`src/rtl/mac_rx_pkg.sv`:
```
// Shared types and constants for the receive-side MAC framer.
// fcs_byte gives the on-wire FCS byte k (k=0 first) for a running crc value.
package mac_rx_pkg;

  typedef enum logic [2:0] {
    IDLE,
    PREAMBLE,
    HEADER,
    PAYLOAD,
    CHECK,
    DROP
  } state_t;

  localparam logic [7:0]  ETH_PRE       = 8'h55;
  localparam logic [7:0]  ETH_SFD       = 8'hD5;
  localparam logic [15:0] ETH_TYPE_IP   = 16'h0800;
  localparam logic [15:0] ETH_TYPE_ARP  = 16'h0806;
  localparam logic [47:0] BROADCAST_MAC = 48'hFFFF_FFFF_FFFF;

  function automatic logic [7:0] fcs_byte(
    input logic [31:0] crc,
    input logic [1:0]  k
  );
    return ~crc[8*k +: 8];
  endfunction

endpackage

```
`src/rtl/crc.sv`:
```
// Ethernet CRC-32, reflected, LSB-first per byte, seeded to all ones.
// Reset is synchronous so the framer can hold it from its FSM state.
module crc (
  input  logic        Clk,
  input  logic        Reset,
  input  logic [7:0]  Data_in,
  input  logic        Enable,
  output logic [31:0] Crc
);

  function automatic logic [31:0] step(
    input logic [31:0] c,
    input logic [7:0]  d
  );
    logic [31:0] r;
    logic        fb;
    r = c;
    for (int i = 0; i < 8; i++) begin
      fb = r[0] ^ d[i];
      r  = {1'b0, r[31:1]} ^ (fb ? 32'hEDB8_8320 : 32'h0);
    end
    return r;
  endfunction

  always_ff @(posedge Clk) begin
    if (Reset)
      Crc <= 32'hFFFF_FFFF;
    else if (Enable)
      Crc <= step(Crc, Data_in);
  end

endmodule

```
`src/rtl/mac_rx_frame.sv`:
```
// GMII receive framer: preamble/SFD hunt, address and EtherType filter,
// 4-byte delay line so the FCS is never forwarded, and FCS/length check.
module mac_rx_frame
  import mac_rx_pkg::*;
#(
  parameter int PREAMBLE_MIN = 4,
  parameter int MAX_FRAME    = 1518,
  parameter int MIN_FRAME    = 64
) (
  input  logic        clk,
  input  logic        rst_n,
  input  logic [47:0] local_mac_addr,
  input  logic        gmii_rx_dv,
  input  logic [7:0]  gmii_rx_data,
  output logic [47:0] rx_source_mac_addr,
  output logic [1:0]  upper_type,
  output logic        upper_frame_start,
  output logic        upper_data_valid,
  output logic [7:0]  upper_data,
  output logic        frame_good,
  output logic        frame_bad
);

  localparam logic [3:0]  PRE_C = 4'(PREAMBLE_MIN);
  localparam logic [10:0] MAX_C = 11'(MAX_FRAME);
  localparam logic [10:0] MIN_C = 11'(MIN_FRAME);

  logic [1:0]  rst_sh;
  logic        rst_i;
  logic        dv_r;
  logic [7:0]  data_r;
  state_t      state, state_nxt;
  logic [3:0]  pre_cnt;
  logic [10:0] byte_cnt;
  logic [47:0] addr_sh;
  logic [7:0]  type_hi;
  logic [31:0] dl;
  logic [31:0] crc_val;
  logic        crc_rst, crc_en;
  logic        shift, fwd, accept;
  logic        over, dest_ok, fcs_ok, len_ok;
  logic [15:0] eth_type;
  logic [1:0]  type_code;

  // Async assert, synchronous release.
  always_ff @(posedge clk or negedge rst_n) begin
    if (!rst_n) rst_sh <= 2'b00;
    else        rst_sh <= {rst_sh[0], 1'b1};
  end
  assign rst_i = rst_sh[1];

  always_ff @(posedge clk or negedge rst_i) begin
    if (!rst_i) begin
      dv_r   <= 1'b0;
      data_r <= 8'h00;
    end else begin
      dv_r   <= gmii_rx_dv;
      data_r <= gmii_rx_data;
    end
  end

  assign dest_ok = ({addr_sh[39:0], data_r} == local_mac_addr)
                || ({addr_sh[39:0], data_r} == BROADCAST_MAC);
  assign eth_type  = {type_hi, data_r};
  assign type_code = (eth_type == ETH_TYPE_IP)  ? 2'b01 :
                     (eth_type == ETH_TYPE_ARP) ? 2'b10 : 2'b00;
  assign over   = byte_cnt > MAX_C;
  assign len_ok = (byte_cnt >= MIN_C) && !over;
  assign fcs_ok = (dl[31:24] == fcs_byte(crc_val, 2'd0))
               && (dl[23:16] == fcs_byte(crc_val, 2'd1))
               && (dl[15:8]  == fcs_byte(crc_val, 2'd2))
               && (dl[7:0]   == fcs_byte(crc_val, 2'd3));

  always_ff @(posedge clk or negedge rst_i) begin
    if (!rst_i) state <= IDLE;
    else        state <= state_nxt;
  end

  always_comb begin
    state_nxt = state;
    crc_rst   = 1'b0;
    shift     = 1'b0;
    fwd       = 1'b0;
    accept    = 1'b0;
    unique case (state)
      IDLE: begin
        crc_rst = 1'b1;
        if (dv_r && data_r == ETH_PRE) state_nxt = PREAMBLE;
      end
      PREAMBLE: begin
        crc_rst = 1'b1;
        if (!dv_r)
          state_nxt = IDLE;
        else if (data_r == ETH_SFD && pre_cnt >= PRE_C)
          state_nxt = HEADER;
        else if (data_r != ETH_PRE)
          state_nxt = DROP;
      end
      HEADER: begin
        if (!dv_r) begin
          state_nxt = IDLE;
        end else begin
          shift = 1'b1;
          if (byte_cnt == 11'd5 && !dest_ok) begin
            state_nxt = DROP;
          end else if (byte_cnt == 11'd13) begin
            accept    = type_code != 2'b00;
            state_nxt = accept ? PAYLOAD : DROP;
          end
        end
      end
      PAYLOAD: begin
        if (over) begin
          state_nxt = DROP;
        end else if (!dv_r) begin
          state_nxt = CHECK;
        end else begin
          shift = 1'b1;
          fwd   = byte_cnt >= 11'd18;
        end
      end
      CHECK: state_nxt = IDLE;
      DROP:  if (!dv_r) state_nxt = IDLE;
      default: state_nxt = IDLE;
    endcase
  end

  // Bytes leave the delay line into the crc once it is full.
  assign crc_en = shift && byte_cnt >= 11'd4;

  crc u_crc (
    .Clk     (clk),
    .Reset   (crc_rst),
    .Data_in (dl[31:24]),
    .Enable  (crc_en),
    .Crc     (crc_val)
  );

  always_ff @(posedge clk or negedge rst_i) begin
    if (!rst_i) begin
      pre_cnt            <= 4'd0;
      byte_cnt           <= 11'd0;
      addr_sh            <= 48'h0;
      type_hi            <= 8'h00;
      dl                 <= 32'h0;
      rx_source_mac_addr <= 48'h0;
      upper_type         <= 2'b00;
      upper_frame_start  <= 1'b0;
      upper_data_valid   <= 1'b0;
      upper_data         <= 8'h00;
      frame_good         <= 1'b0;
      frame_bad          <= 1'b0;
    end else begin
      upper_frame_start <= 1'b0;
      upper_data_valid  <= 1'b0;
      frame_good        <= 1'b0;
      frame_bad         <= 1'b0;
      if (state == IDLE)
        pre_cnt <= 4'd1;
      else if (state == PREAMBLE && data_r == ETH_PRE && pre_cnt != 4'hF)
        pre_cnt <= pre_cnt + 4'd1;
      if (state == PREAMBLE)
        byte_cnt <= 11'd0;
      else if (shift && byte_cnt != 11'h7FF)
        byte_cnt <= byte_cnt + 11'd1;
      if (shift) begin
        dl <= {dl[23:0], data_r};
        if (state == HEADER && byte_cnt < 11'd12)
          addr_sh <= {addr_sh[39:0], data_r};
        if (state == HEADER && byte_cnt == 11'd12)
          type_hi <= data_r;
      end
      if (accept) begin
        rx_source_mac_addr <= addr_sh;
        upper_type         <= type_code;
      end
      if (fwd) begin
        upper_data        <= dl[31:24];
        upper_data_valid  <= 1'b1;
        upper_frame_start <= byte_cnt == 11'd18;
      end
      if (state == PAYLOAD && over) begin
        frame_bad <= 1'b1;
      end else if (state == CHECK) begin
        frame_good <= fcs_ok && len_ok;
        frame_bad  <= !(fcs_ok && len_ok);
      end
    end
  end

endmodule

```
`config.mk`:
```
export PLATFORM = sky130hd
export DESIGN_NAME = mac_rx_frame
export DESIGN_NICKNAME = d
export VERILOG_FILES = /design/src/rtl/mac_rx_pkg.sv /design/src/rtl/crc.sv /design/src/rtl/mac_rx_frame.sv
export SDC_FILE = /design/constraint.sdc
export NUM_CORES = 1
export LEC_CHECK = 0
export CORE_UTILIZATION = 29
export DETAILED_ROUTE_END_ITERATION = 8
export GPL_TIMING_DRIVEN = 0
export PLACE_DENSITY = 0.57
export SETUP_SLACK_MARGIN = 0.15
export SLEW_MARGIN = 5
export SYNTH_ARGS = -nofsm -noshare
export SYNTH_HDL_FRONTEND = slang
export SYNTH_SLANG_ARGS = --single-unit
export TNS_END_PERCENT = 50
```
`constraint.sdc`:
```
create_clock -name clk -period 14.62 [get_ports clk]
set_input_delay 3.655 -clock clk [delete_from_list [all_inputs] [get_ports clk]]
set_output_delay 3.655 -clock clk [all_outputs]
set_load 0.02 [all_outputs]
```
==> results of run 1 <==
through the flow:
step           hold WS [ns]  instance area [sq um]  std cells  setup slack [ns]
6_report              0.312                  12400       1399              8.37
5_1_grt               0.363                  12400       1399              8.20
2_1_floorplan         0.331                   9740        787              9.03
3_5_place_dp          0.338                  11600       1352              7.79
3_3_place_gp          0.336                  11500       1349              6.89
4_1_cts               0.351                  12400       1398              8.33
area by class of cell:
type | instances | area (sq um) | area share, %
multi-input combinational | 536 | 4430 | 35.6
clock buffer | 39 | 748 | 6.03
inverter | 9 | 33.8 | 0.272
sequential | 211 | 5120 | 41.3
tap | 442 | 553 | 4.45
clock inverter | 7 | 82.6 | 0.665
timing repair buffer | 123 | 1280 | 10.3
buffer | 31 | 164 | 1.32
antenna | 1 | 2.50 | 0.0202
per-layer routing:
metal	routed length, um	vias up	track usage, %
met5	0	-	0
met3	1170	32	2.28
met2	11800	140	24.1
li1	-	3070	-
met1	12400	3288	22.5
met4	505	0	4.73
cell families (layout without fill, tap and decap cells):
family,count (synthesis),in the layout,synth area share (%)
fa+ha+maj,6,6,0.770
mux,149,149,17.2
xor+xnor,154,154,14.1
compound gates,53,53,4.07
flops,211,211,52.5
other cells,1,2,0.0385
simple gates,173,173,9.21
buf+inv,40,209,2.03
registers in the layout (all words and copies together), names as in the netlist:
register            flops
pre_cnt                 4
addr_sh                48
upper_type              2
upper_data              8
upper_data_valid        1
rst_sh                  2
rx_source_mac_addr     48
frame_bad               1
frame_good              1
type_hi                 8
byte_cnt               11
upper_frame_start       1
data_r                  8
dl                     32
u_crc.Crc              32
dv_r                    1
state                   3
power by group through the flow:
stage                     clock, mW  combinational (mW)  sequential (mW)
after detailed placement          0               0.106            0.606
after floorplan                   0              0.0521            0.611
final                         0.619               0.105            0.595
after global routing          0.661               0.115            0.595
after CTS                     0.637               0.106            0.595
after global placement            0              0.0922            0.616
worst max-delay path by stage:
stage                                   endpoint  slack, ns  cells past startpoint
final                     rx_source_mac_addr[43]       8.37                      9
after global placement    rx_source_mac_addr[18]       6.89                      0
after CTS                 rx_source_mac_addr[43]       8.33                      9
after floorplan            rx_source_mac_addr[0]       9.03                      8
after global routing      rx_source_mac_addr[40]       8.20                      9
after detailed placement  rx_source_mac_addr[41]       7.79                      9
cell usage in the layout, fill, tap and decap left out, drive strengths merged, types with 3 or more instances in the layout:
master / count
clkinvlp: 3
nand4: 22
o211ai: 31
inv: 10
nand2b: 4
a21oi: 5
nor2: 33
nor4: 28
nand4b: 3
clkdlybuf4s50: 120
dfrtp: 179
xnor2: 66
mux2: 147
nand3: 14
xor2: 88
buf: 19
dfxtp: 32
clkbuf: 54
and3: 4
nor3: 7
ha: 6
nand2: 50
==> results by stage, run 1 <==
Worst setup path:
- The kind of cell adding the most delay to the critical path is simple AND/OR/NAND/NOR gates.
- The arrival time of the worst setup path is 6.66 ns.
- The worst setup path is captured at a flop.
- Along the worst path, the maximum fanout reaches 10.
- The destination of the worst register-to-register timing path is rx_source_mac_addr[43].
- In this run the register-to-register setup slack is 11.41 ns.
- The total buffers and inverters traversed by the critical path is 2.
- The largest stage delay on the critical path is 0.62 ns.
- The largest individual stage delay along the critical path comes from the cell sky130_fd_sc_hd__nor4_4.
- In this run the worst setup path begins at local_mac_addr[29].
- The startpoint of the worst-slack reg-to-reg timing path is data_r[4].
- The critical path goes through clkdlybuf4s50_1 -> xor2_1 -> nor4_1 -> nand4_1 -> nor3_2 -> nor2_2 -> nor4_4 -> buf_6 -> mux2_2.
- For the worst setup path, the data required time is 15.03 ns.
- The critical path launch point type is a primary input.
- The setup path with the least slack is of type in2reg.
- The cell count of the worst reg-to-reg path is 8.

Yosys:
- The library cell occupying the most area in the post-synthesis netlist is sky130_fd_sc_hd__dfrtp_1.
- The number of nets produced by synthesis is 852.
- The post-synth design cell area is 9740 sq um.
- In the synthesized netlist, the cells that appear most often are sky130_fd_sc_hd__dfrtp_1, sky130_fd_sc_hd__mux2_2, sky130_fd_sc_hd__xor2_1.
- The cell with the most instances after synthesis is sky130_fd_sc_hd__dfrtp_1.
- The flip-flop cell with the highest count after synthesis is sky130_fd_sc_hd__dfrtp_1.
- The synthesized netlist cell count is 787.
- The synthesized design devotes to its leading area cell type 46.0% of total area.
- Yosys attributes the largest share of cell area to sky130_fd_sc_hd__dfrtp_1, sky130_fd_sc_hd__mux2_2, sky130_fd_sc_hd__xor2_1.
- After synthesis the netlist holds a flip-flop and latch count of 211.
- The per-instance average area after synthesis is 12.4 sq um.
- The number of synthesized flops with an enable pin is 0.
- The share of flip-flops with an asynchronous set or reset after synthesis is ~85%.
- The count of distinct cell types in the synthesized netlist is 54.
- The proportion of synthesized chip area in sequential cells is between 50% and 60%.
- The count of yosys warnings during synthesis is 0.

Place:
- The number of port buffers is 120.
- The congestion estimate from routability-driven global placement came to ~0.83.
- The sum of net half-perimeters after detailed placement is 18300 um.

Power:
- The total power draw is 1.32 mW.
- The areal power density over the cells is ~110 nW/um^2.
- The part of the power in registers is a little under half.
- The internal power consumption is 0.999 mW.
- Net switching is between 20 and 25% of the power.
- The reported leakage power is roughly 5.6 nW.
- The maximum resistive drop on vdd is 0.0734 mV.
- The analysis attributes to net switching a power of 0.320 mW.
- In this run, the combinational gates consume 7.9% of the power.
- The power share of the clock group is 46.9%.

Clock tree:
- The number of buffers inserted during clock tree synthesis is 25.
- The clock root buffer master is sky130_fd_sc_hd__clkbuf_16.
- The clock network latency to the later pin of the worst-skew pair is 0.53 ns.
- The deepest clock path buffer count is 3.
- The total of hold buffers inserted after clock tree synthesis is 0.
- Post-CTS repair changed the size of 0 cells.
- Counting every sink on the clock net gives 211.
- Clock-pin slew was measured on the worst setup and hold paths at roughly 0.060 ns.
- Buffers added to address setup during post-CTS repair amount to 0.
- The CTS tree is yes.
- The H-tree depth is 1.

STA:
- The setup total negative slack is 0 ns.
- The measured slew at the worst slew-check pin is 1.10 ns.
- The relative max-transition margin is 26.0%.
- Setup violations remaining at the end of the flow were counted as 0.
- The worst setup skew after layout is 0.0163 ns.
- The highest clock frequency the design can meet is 160 MHz.
- The share of the clock period used by the worst path is 42.7%.
- The max-slew violation total from the final report is 0.
- The hold violation count in the final report is 0.
- The minimum clock period is around 6.2 ns.
- Setup repair after global routing left no endpoint under its margin.

GRT:
- The total grt overflow is 0.
- Entering global routing, the biggest net connects 67 pins.
- The via count of the first global-routing pass was 6813.
- The total track usage is 15.6%.
- The first global-routing pass estimated 41000 um of wire.
- The initial antenna violation count was 1.

Detailed routing:
- The number of nets with antenna violations after detailed routing is 0.
- The overall via count from detail_route is 6530.
- The final layout contains routed wiring with a total length of around 26000 um.
- The detail-routed net length per standard cell is 18.5 um.
- After the first detailed-routing iteration, the DRC count stood at 322.
- The number of vias per cell is 4.67.
- The iteration count of the initial detailed-routing pass is 4.
- The post-route DRC violation count is 0.

Run:
- The number of maximum-capacitance constraint violations is 0.

Cells and area:
- The net count reported at finish is roughly 1000.
- The total of fill cells in the finished design is 3201.
- The share of the core filled with cells in the final layout is between 30% and 40%.
- The growth of design area from synthesis to finish is 27.4%.
- The post-route netlist has approximately 22% of its cells at a drive strength greater than 1.

Floorplanning:
- The initialized floorplan defines 66 standard-cell rows.
- The die is 185 um wide.
- The top-level I/O count is 121.
- The initial utilization of the core area, before any placement, comes to 29.7%.
- The vertical die dimension is 185 um.
- The floorplan step defined a die boundary enclosing between 30000 and 40000 sq um.
- The standard cell core area is between 30000 and 40000 sq um.

Status:
- The run finished with clean final reports.

Min path:
- The worst hold path belongs to the class reg2async.
(Power assumes the default switching activity.)
==> run 2: changes to the inputs <==
--- a/config.mk
+++ b/config.mk
@@ -8,7 +8,7 @@
 export CORE_UTILIZATION = 29
 export DETAILED_ROUTE_END_ITERATION = 8
 export GPL_TIMING_DRIVEN = 0
-export PLACE_DENSITY = 0.57
+export PLACE_DENSITY = 0.59
 export SETUP_SLACK_MARGIN = 0.15
 export SLEW_MARGIN = 5
 export SYNTH_ARGS = -nofsm -noshare
==> constraint.sdc (replaced) <==
create_clock -name clk -period 5.73 [get_ports clk]
set_input_delay 1.4325 -clock clk [delete_from_list [all_inputs] [get_ports clk]]
set_output_delay 1.4325 -clock clk [all_outputs]
set_load 0.02 [all_outputs]
==> results by stage, run 2 (same netlist as run 1, synthesis figures left out) <==
Status:
- The run finished with clean final reports.

STA:
- The worst path needs 3.99 ns of the cycle, external delays included.
- The worst hold slack is 0.246 ns (-0.0664 ns).
- The final count of negative-setup-slack endpoints is 0 (unchanged).
- The highest clock frequency the design can meet is 250 MHz.
- The relative max-transition margin is 30.3% (+4.3 points).
- The max-slew violation total from the final report came to 0 (unchanged).
- The hold violation count in the final report is 0 (unchanged).
- The setup slack of the critical path after layout is 1.74 ns (-6.64 ns).
- The share of the clock period used by the worst path is about 70%.
- The worst setup skew after layout is 0.0228 ns (+0.00648 ns).
- Setup repair after global routing left no endpoint under its margin.
- The measured slew at the worst slew-check pin was 1.04 ns (-0.0635 ns).

Floorplanning:
- The standard cell core area came to 32800 sq um (unchanged).
- The die footprint is 34300 sq um (unchanged).
- The floorplan row count is 66 (unchanged).
- The top-level I/O count was 121 (unchanged).
- The initial standard-cell utilization of the core came to 29.7% (unchanged).
- The vertical die dimension was 185 um (unchanged).
- The overall die width is 185 um (unchanged).

Clock tree:
- TritonCTS built the clock tree.
- The clock-pin slew reported for the worst setup and hold paths after clock tree synthesis is 0.06 ns (about the same).
- The buffer count from post-CTS setup fixing is 0 (unchanged).
- The deepest clock path buffer count is 3 (unchanged).
- The total of hold buffers inserted after clock tree synthesis was 0 (unchanged).
- The number of clock sinks seen by CTS is 211 (unchanged).
- The number of buffers inserted during clock tree synthesis is 24 (-4.0%).
- The clock network latency to the later pin of the worst-skew pair is 0.53 ns (about the same).
- The root buffer cell chosen for the clock tree is sky130_fd_sc_hd__clkbuf_16.
- The H-tree depth is 1 (unchanged).
- The number of resized instances in the post-cts repair step is 0 (unchanged).

GRT:
- The via count of the first global-routing pass is 6764 (-0.72%).
- The initial antenna violation count was 1 (unchanged).
- The total track usage is 15.6% (about the same).
- The total grt overflow was 0 (unchanged).
- The wire length of the first global-routing pass is 40900 um (-0.17%).
- The pin count of the biggest net entering global routing is 65 (-3.0%).

Power:
- The reported leakage power is 5.57 nW (about the same).
- The maximum resistive drop on vdd is 0.186 mV (+150%).
- The areal power density over the cells is 268 nW/um^2 (+150%).

Place:
- The sum of net half-perimeters after detailed placement is 18300 um (+0.31%).
- The placement-stage cell area is 11600 sq um (unchanged).
- The cell total after placement is 1352 (unchanged).
- The setup slack at placement is 1.24 ns (-6.55 ns).
- The routability congestion estimate was 0.860 (+3.8%).
- The number of port buffers is 120 (unchanged).

Worst setup path:
- The critical path is of the in2reg type.
- The maximum fanout along the worst path was 10 (unchanged).
- The arrival time of the worst setup path was 4.41 ns (-2.25 ns).
- The required time at the endpoint of the critical path is 6.14 ns (-8.89 ns).
- The startpoint of the worst-slack reg-to-reg timing path is data_r[7].
- The slack of the worst reg-to-reg path came to 2.50 ns (-8.91 ns).
- The critical path launch point type is a primary input.
- The largest stage delay on the critical path is 0.66 ns (+0.04 ns).
- The highest-delay cell along the critical path is sky130_fd_sc_hd__nor4_4.
- The sort of element at the end of the critical path is a flop.
- The most critical setup path has its endpoint at rx_source_mac_addr[25].
- Walking the worst path, the cells encountered are clkdlybuf4s50_1 -> xor2_1 -> nor4_1 -> nand4_1 -> nor3_2 -> nor2_2 -> nor4_4 -> buf_6 -> mux2_2.
- The first element of the critical path is local_mac_addr[46].
- The worst register-to-register path ends at rx_source_mac_addr[25].
- The cell count of the worst reg-to-reg path came to 8 (unchanged).

Cells and area:
- The share of the core filled with cells in the final layout is 37.8% (-0.088 points).
- The total of fill cells in the finished design is 3205 (+0.12%).
- The library cell used most frequently in the layout, excluding fill and tap cells, is sky130_fd_sc_hd__dfrtp_1.
- The fraction of final layout cells with drive strength greater than 1 is 21.6% (-0.25 points).
- The footprint of the flip-flops and latches is 5120 sq um (unchanged).
- The multi-input combinational cell area was 4430 sq um (unchanged).
- The final cell area excluding filler cells is 12400 sq um (-0.23%).
- The net count reported at finish is 1001 (-0.10%).
- The area growth from synthesis to layout is 27.1%.
- The top cell types in the final layout, fill and taps aside, are sky130_fd_sc_hd__dfrtp_1, sky130_fd_sc_hd__mux2_2, sky130_fd_sc_hd__clkdlybuf4s50_1.
- The largest registers in the layout are addr_sh (48), rx_source_mac_addr (48).
- The final cell count without fillers was 1396 (-0.21%).

Detailed routing:
- The post-detailed-routing wire length came to 25600 um (-1.4%).
- The detail-routed net length per standard cell was 18.3 um (-1.2%).
- The number of vias per cell came to 4.63 (-0.78%).
- The post-route DRC violation count is 0 (unchanged).
- The iteration count of the initial detailed-routing pass was 4 (unchanged).
- The starting DRC count in detailed routing is 345 (+7.1%).
- The number of nets with antenna violations after detailed routing came to 0 (unchanged).
- The overall via count from detail_route was 6465 (-1.0%).

Run:
- The number of maximum-capacitance constraint violations is 0 (unchanged).

Min path:
- In this run the worst hold path is classified as reg2async.
## run 2: layout make-up
| cell class | instances | area share, % |
|---|---|---|
| Sequential cell | 211 | 41.4 |
| Multi-Input combinational cell | 536 | 35.7 |
| Timing Repair Buffer | 123 | 10.4 |
| Clock buffer | 40 | 6.06 |
| Tap cell | 442 | 4.46 |
| Buffer | 31 | 1.32 |
| Clock inverter | 3 | 0.414 |
| Inverter | 9 | 0.273 |
| Antenna cell | 1 | 0.0202 |
## run 2: critical path: cells and delay by family
family | cells | cell delay, ns
xor gates and xnor gates | 1 | 0.16
buffers and inverters | 2 | 0.66
muxes | 1 | 0.34
and+or+nand+nor | 5 | 1.78
## run 2: per-layer routing
| metal | global-route usage (%) | part of all wire [%] | wire length [um] |
|---|---|---|---|
| met5 | 0 | 0 | 0 |
| met4 | 4.10 | 1.8 | 461 |
| met3 | 2.28 | 3.9 | 1010 |
| met2 | 24.5 | 46 | 11900 |
| met1 | 22.4 | 48 | 12200 |
## run 2: per-stage QoR
stage               power [mW]  TNS (ns)
finish                    3.32         0
global route              3.46         0
CTS                       3.37         0
detailed placement        1.82         0
global placement          1.81   -355.55
floorplan                 1.69         0
## run 2: how the worst min path moves through the flow
stage,start,endpoint,slack (ns),depth (start not counted)
floorplan,rst_sh[0],rst_sh[1],0.33,0
global placement,rst_sh[0],rst_sh[1],0.34,0
detailed placement,rst_sh[1],dl[21],0.27,0
CTS,rst_sh[1],upper_frame_start,0.27,0
global route,rst_sh[1],upper_frame_start,0.29,0
finish,rst_sh[1],upper_frame_start,0.25,0
## run 2: report_power, final
part | internal, mW | leakage, nW | switching [mW] | total [mW]
combinational | 0.101 | 2.45 | 0.162 | 0.263
clock | 0.933 | 0.394 | 0.604 | 1.54
sequential | 1.50 | 2.73 | 0.0206 | 1.52
